## src/rtl/cel_clip_sequencer.sv

```systemverilog
// Per-CEL front end: projects the four CEL corners with a serial shift-add
// multiplier, reduces them to an integer bounding box and clip-tests it.
module cel_clip_sequencer #(
  parameter int SIZE_W = 11,
  parameter int FIX_W  = 32
) (
  input  logic              clock,
  input  logic              reset,
  input  logic              start,
  output logic              start_ready,
  input  logic              abort,
  input  logic [FIX_W-1:0]  xpos,
  input  logic [FIX_W-1:0]  ypos,
  input  logic [FIX_W-1:0]  hdx,
  input  logic [FIX_W-1:0]  hdy,
  input  logic [FIX_W-1:0]  vdx,
  input  logic [FIX_W-1:0]  vdy,
  input  logic [SIZE_W-1:0] cel_w,
  input  logic [SIZE_W-1:0] cel_h,
  input  logic [15:0]       clipx,
  input  logic [15:0]       clipy,
  output logic              result_valid,
  input  logic              result_ready,
  output logic              visible,
  output logic [15:0]       bbox_xmin,
  output logic [15:0]       bbox_xmax,
  output logic [15:0]       bbox_ymin,
  output logic [15:0]       bbox_ymax
);
  localparam int CNT_W = $clog2(SIZE_W + 1);
  localparam logic [CNT_W-1:0] CNT_LAST = CNT_W'(SIZE_W - 1);
  localparam int IP = FIX_W - 16;

  typedef enum logic [2:0] {IDLE, MUL, SUM, TEST, ZERO, DONE} state_t;
  state_t state, state_nx;

  logic [FIX_W-1:0]  xpos_r, ypos_r, hdx_r, hdy_r, vdx_r, vdy_r;
  logic [FIX_W-1:0]  acc_hx, acc_hy, acc_vx, acc_vy;
  logic [SIZE_W-1:0] w_r, h_r;
  logic signed [15:0] clipx_r, clipy_r;
  logic [CNT_W-1:0]  cnt;
  logic              sum_ph;
  logic signed [15:0] cx [4];
  logic signed [15:0] cy [4];
  logic signed [15:0] xmin_r, xmax_r, ymin_r, ymax_r;

  function automatic logic signed [15:0] min4(input logic signed [15:0] a, b, c, d);
    logic signed [15:0] m0, m1;
    m0 = (a < b) ? a : b;
    m1 = (c < d) ? c : d;
    return (m0 < m1) ? m0 : m1;
  endfunction

  function automatic logic signed [15:0] max4(input logic signed [15:0] a, b, c, d);
    logic signed [15:0] m0, m1;
    m0 = (a > b) ? a : b;
    m1 = (c > d) ? c : d;
    return (m0 > m1) ? m0 : m1;
  endfunction

  assign start_ready  = (state == IDLE);
  assign result_valid = (state == DONE);

  always_ff @(posedge clock) begin
    if (reset) state <= IDLE;
    else       state <= state_nx;
  end

  always_comb begin
    state_nx = state;
    case (state)
      IDLE: if (start) state_nx = (cel_w == '0 || cel_h == '0) ? ZERO : MUL;
      MUL:  if (abort) state_nx = IDLE; else if (cnt == CNT_LAST) state_nx = SUM;
      SUM:  if (abort) state_nx = IDLE; else if (sum_ph) state_nx = TEST;
      TEST: state_nx = abort ? IDLE : DONE;
      ZERO: state_nx = abort ? IDLE : DONE;
      DONE: if (abort || result_ready) state_nx = IDLE;
      default: state_nx = IDLE;
    endcase
  end

  always_ff @(posedge clock) begin
    if (reset) begin
      {xpos_r, ypos_r, hdx_r, hdy_r, vdx_r, vdy_r} <= '0;
      {acc_hx, acc_hy, acc_vx, acc_vy} <= '0;
      {w_r, h_r, clipx_r, clipy_r} <= '0;
      cnt <= '0;
      sum_ph <= 1'b0;
      for (int i = 0; i < 4; i++) begin
        cx[i] <= '0;
        cy[i] <= '0;
      end
      {xmin_r, xmax_r, ymin_r, ymax_r} <= '0;
      visible <= 1'b0;
      {bbox_xmin, bbox_xmax, bbox_ymin, bbox_ymax} <= '0;
    end else begin
      case (state)
        IDLE: if (start) begin
          xpos_r <= xpos;  ypos_r <= ypos;
          hdx_r  <= hdx;   hdy_r  <= hdy;
          vdx_r  <= vdx;   vdy_r  <= vdy;
          w_r    <= cel_w; h_r    <= cel_h;
          clipx_r <= clipx; clipy_r <= clipy;
          {acc_hx, acc_hy, acc_vx, acc_vy} <= '0;
          cnt    <= '0;
          sum_ph <= 1'b0;
        end
        MUL: begin
          if (w_r[cnt]) begin
            acc_hx <= acc_hx + (hdx_r << cnt);
            acc_hy <= acc_hy + (hdy_r << cnt);
          end
          if (h_r[cnt]) begin
            acc_vx <= acc_vx + (vdx_r << cnt);
            acc_vy <= acc_vy + (vdy_r << cnt);
          end
          cnt <= cnt + CNT_W'(1);
        end
        // First SUM cycle takes the corner integer parts, second reduces them.
        SUM: if (!sum_ph) begin
          cx[0] <= 16'(xpos_r >> IP);
          cx[1] <= 16'((xpos_r + acc_hx) >> IP);
          cx[2] <= 16'((xpos_r + acc_vx) >> IP);
          cx[3] <= 16'((xpos_r + acc_hx + acc_vx) >> IP);
          cy[0] <= 16'(ypos_r >> IP);
          cy[1] <= 16'((ypos_r + acc_hy) >> IP);
          cy[2] <= 16'((ypos_r + acc_vy) >> IP);
          cy[3] <= 16'((ypos_r + acc_hy + acc_vy) >> IP);
          sum_ph <= 1'b1;
        end else begin
          xmin_r <= min4(cx[0], cx[1], cx[2], cx[3]);
          xmax_r <= max4(cx[0], cx[1], cx[2], cx[3]);
          ymin_r <= min4(cy[0], cy[1], cy[2], cy[3]);
          ymax_r <= max4(cy[0], cy[1], cy[2], cy[3]);
        end
        TEST: if (!abort) begin
          visible <= !(xmax_r < 16'sd0 || xmin_r > clipx_r ||
                       ymax_r < 16'sd0 || ymin_r > clipy_r);
          bbox_xmin <= xmin_r; bbox_xmax <= xmax_r;
          bbox_ymin <= ymin_r; bbox_ymax <= ymax_r;
        end
        ZERO: if (!abort) begin
          visible   <= 1'b0;
          bbox_xmin <= 16'(xpos_r >> IP); bbox_xmax <= 16'(xpos_r >> IP);
          bbox_ymin <= 16'(ypos_r >> IP); bbox_ymax <= 16'(ypos_r >> IP);
        end
        default: ;
      endcase
    end
  end
endmodule

```

## config.mk

```make
export PLATFORM = sky130hd
export DESIGN_NAME = cel_clip_sequencer
export DESIGN_NICKNAME = d
export VERILOG_FILES = /design/src/rtl/cel_clip_sequencer.sv
export SDC_FILE = /design/constraint.sdc
export NUM_CORES = 2
export LEC_CHECK = 0
export BUFFER_PORTS_ARGS = -buffer_cell sky130_fd_sc_hd__clkbuf_2
export CAP_MARGIN = 20
export CORE_MARGIN = 2
export CORE_UTILIZATION = 35
export CTS_BUF_LIST = sky130_fd_sc_hd__clkbuf_8
export CTS_CLUSTER_SIZE = 25
export DETAILED_ROUTE_END_ITERATION = 8
export PLACE_DENSITY = 0.55
export SKIP_LAST_GASP = 1
export SYNTH_ARGS = -nofsm -noshare
export SYNTH_HDL_FRONTEND = slang
export SYNTH_SLANG_ARGS = --single-unit
```

## constraint.sdc

```tcl
create_clock -name clock -period 10.6 [get_ports clock]
set_input_delay 0.53 -clock clock [delete_from_list [all_inputs] [get_ports clock]]
set_output_delay 0.53 -clock clock [all_outputs]
set_load 0.02 [all_outputs]
```

==> results by group <==
Floorplanning
  • Std-Cell Core Area: between 100000 and 150000 µm²
  • Chip Height: roughly 370 µm
  • Starting density of the core: 0.351
  • Die X: 372 µm
  • FP Rows: around 140
  • Die area: 138000 µm²
  • IO Pins: between 300 and 400

Global route
  • GR Util met3: 0.0440
  • Initial antenna violation count: 18
  • GRT met1 Usage: 0.318
  • First-pass GRT wire length: roughly 230 mm
  • GRT Util Overall: 0.213
  • Remaining global-route overflow: 0
  • Vias in the first global route: between 40000 and 50000
  • M2 GR Usage: 0.309
  • GR peak layer: met1
  • Pin count of the biggest net entering global routing: roughly 230

Worst setup path
  • Crit path DAT: ~6.3 ns
  • Crit path cell chain: ha_1 -> nor2b_4 -> o211ai_2 -> a21oi_2 -> a2111oi_4 -> o21ai_2 -> a211oi_4 -> or2_1 -> a21o_1 -> inv_1 -> ha_1 -> a21oi_1 -> nor2b_1 -> o21ai_0 -> nand2b_1 -> a21oi_1 -> nor2b_1 -> o21ai_0 -> nand3_1 -> o21a_4 -> o211ai_1
  • Worst R2R Path Depth: 21
  • CP Class: flip-flop to flip-flop
  • Crit Path Max Fanout: 18
  • Crit-path max cell delay: roughly 0.75 ns
  • Launching point of the worst reg2reg path: cx[2][1]
  • Req. time, crit path: between 10 and 15 ns
  • CP Capture Type: flip-flop
  • RR Endpoint: xmin_r[1]
  • Slowest stage cell, crit path: a211oi_4
  • Startpoint Class: flip-flop
  • Worst reg2reg setup slack: approximately 5.0 ns

Placement
  • Number of port buffers: around 320
  • Pre-CTS WS: between 5 and 6 ns
  • GPL Wtd Cong: 0.894
  • HPWL after DPL: about 120 mm

Layout
  • Final #Nets: approximately 7000
  • Fraction of layout cells with a size suffix above 1: 0.123
  • Commonest non-fill, non-tap cell in the layout: nand2_1
  • Layout area overhead: 16.9%
  • Final core utilization: 0.411
  • Largest regs: cx x64, cy x64
  • Most frequent cells in the layout: nand2_1 (839), a21oi_1 (659), dfxtp_1 (507)

Timing
  • Final WS setup: about 5.0 ns
  • Worst slew pin tran: 1.27 ns
  • Min Tclk post-route: roughly 5.6 ns
  • Final hold vios: 0
  • RSZ-0062 raised after global routing: no
  • Max-slew headroom: 0.155
  • Setup tns final: 0 ns
  • Fmax achieved: approximately 0.18 GHz
  • Tcrit/Tclk final: 0.525
  • # setup viols final: 0
  • Fin. max-slew vios: 0
  • Skew final: around 0.055 ns

Clocking
  • Post-CTS Resized: 0
  • Hold-fix buffers, CTS: between 200 and 250
  • Clock buffer depth: 3
  • CTS tree: built
  • H-tree levels: 3
  • Setup repair bufs after CTS: 0
  • Reg clk slew, reported paths: ~0.06 ns
  • Clock insertion delay at the later pin of the skew report: 0.86 ns
  • Root Driver: clkbuf_8
  • # clock sinks: 639
  • CTS Buf Count: 118

Logic synthesis
  • Post-Syn Nets: 6399
  • Number of synthesized flops with an enable pin: approximately 130
  • Post-synthesis sequential area ratio: 0.297
  • Syn avg cell area: between 8 and 9 µm²
  • FF+latch count, synth: around 640
  • Post-synth top flop: dfxtp_1
  • Ys Warns: 0
  • Synth async-reset ratio: 0
  • Mapped cell area: between 40000 and 50000 µm²
  • Netlist cell types: just under 100
  • Cells after synthesis: roughly 5700

Detailed routing
  • Via count: between 40000 and 50000
  • Post-Route WL: approximately 150 mm
  • Drt via density: 5.39
  • Initial DRC count: between 3000 and 4000
  • DRT antenna net count: 0
  • DRT Pass-1 Iters: 5
  • Wirelength per Cell: around 19 µm
  • DRC Markers: 0

Hold path
  • Hold endpoint: sum_ph
  • Hold Crit Class: input pin to flip-flop
  • Hold path start: start
  • Worst hold stages: 4

Outcome
  • Outcome: finished clean

Pwr
  • Power Density: roughly 130 nW/µm²
  • Worst vdd ir: slightly below 0.09 mV
  • Leak: about 24 nW
  • Final Power: 7.38 mW

Flow run
  • Max Cap Viol: 0
## worst max-delay path, delay by kind of cell, from the launching register on
kind,cells,cell delay (ns)
buffers and inverters,1,0.06
flip-flops,1,0.43
AND/OR/NAND/NOR,6,1.37
AO/OA/AOI/OAI,12,3.00
adder cells (fa/ha/maj),2,0.60
## where the power goes
part,internal [mW],total (mW),leakage [nW],switching (mW)
Clock,1.49,2.62,1.44,1.13
Combinational,0.801,1.98,17.4,1.18
Sequential,2.61,2.78,5.49,0.174
## worst max path at each step
stage | startpoint | end | slack, ns | cells past startpoint
finish | cx[2][1] | xmin_r[1] | 5.04 | 21
global route | cx[2][1] | xmin_r[0] | 4.61 | 21
CTS | cx[2][1] | xmin_r[1] | 5.05 | 21
detailed placement | cx[2][1] | xmin_r[1] | 5.06 | 21
global placement | cy[3][1] | ymax_r[1] | 5.10 | 21
floorplan | cy[0][5] | ymax_r[10] | 6.03 | 24
## cell usage after synthesis, types with 22 or more instances
cell | count | area share
o22ai_1 | 22 | 0.0029
buf_2 | 27 | 0.0028
and3_1 | 70 | 0.0092
mux2i_1 | 172 | 0.036
nand4_1 | 48 | 0.0063
a21oi_1 | 660 | 0.070
nor2b_1 | 71 | 0.0094
xnor2_1 | 117 | 0.022
buf_1 | 26 | 0.0021
edfxtp_1 | 128 | 0.081
o21ai_1 | 40 | 0.0042
o21ai_0 | 191 | 0.020
mux2_2 | 49 | 0.012
nand2_1 | 841 | 0.067
xor2_1 | 87 | 0.016
nor3_1 | 79 | 0.0083
o21bai_1 | 24 | 0.0038
nand3b_1 | 25 | 0.0040
or3_1 | 37 | 0.0049
nor2_1 | 418 | 0.033
clkbuf_1 | 241 | 0.019
mux4_2 | 96 | 0.046
a22oi_1 | 79 | 0.013
and2_1 | 91 | 0.012
dfxtp_1 | 511 | 0.22
a21o_1 | 172 | 0.027
o2111ai_1 | 25 | 0.0046
ha_1 | 466 | 0.12
inv_1 | 212 | 0.017
o21a_1 | 57 | 0.0090
nand2b_1 | 37 | 0.0049
a211oi_1 | 125 | 0.020
a31oi_1 | 28 | 0.0037
o211ai_1 | 35 | 0.0055
nand3_1 | 69 | 0.0073
## layout make-up
| cell class | instances | area, µm² |
|---|---|---|
| Fill cell | 13600 | 79500 |
| Multi-Input combinational cell | 4514 | 31300 |
| Sequential cell | 639 | 14100 |
| Timing Repair Buffer | 603 | 4420 |
| Tap cell | 1781 | 2230 |
| Clock buffer | 136 | 1870 |
| Inverter | 213 | 801 |
| Clock inverter | 83 | 711 |
| Antenna cell | 5 | 12.5 |
## cell families (layout without fill, tap and decap cells)
| group | after synthesis | after routing | share of synthesized area |
|---|---|---|---|
| multiplexers | 318 | 318 | 0.0938 |
| adder cells (fa/ha/maj) | 472 | 472 | 0.125 |
| AND/OR/NAND/NOR | 1874 | 1874 | 0.180 |
| XOR/XNOR | 205 | 205 | 0.0380 |
| other | 0 | 5 | 0 |
| buffers and inverters | 523 | 1035 | 0.0443 |
| flip-flops | 639 | 639 | 0.297 |
| AO/OA/AOI/OAI | 1645 | 1645 | 0.222 |
## routing by layer
metal  vias to the layer above  part of all wire
met2                      1264              0.41
li1                      21500                 -
met3                       200             0.070
met4                         4             0.023
met1                     20000              0.50
met5                         -           0.00014
## stage by stage
step                      std cells  hold slack, ns  instance area (µm²)
after floorplan                5676           0.420                47400
after global placement         7498           0.442                50300
after detailed placement       7500           0.447                50300
after CTS                      7966          0.0324                55400
after global routing           7973          0.0596                55500
final                          7974           0.106                55500
Note: power is estimated with default switching activity, not from simulation.
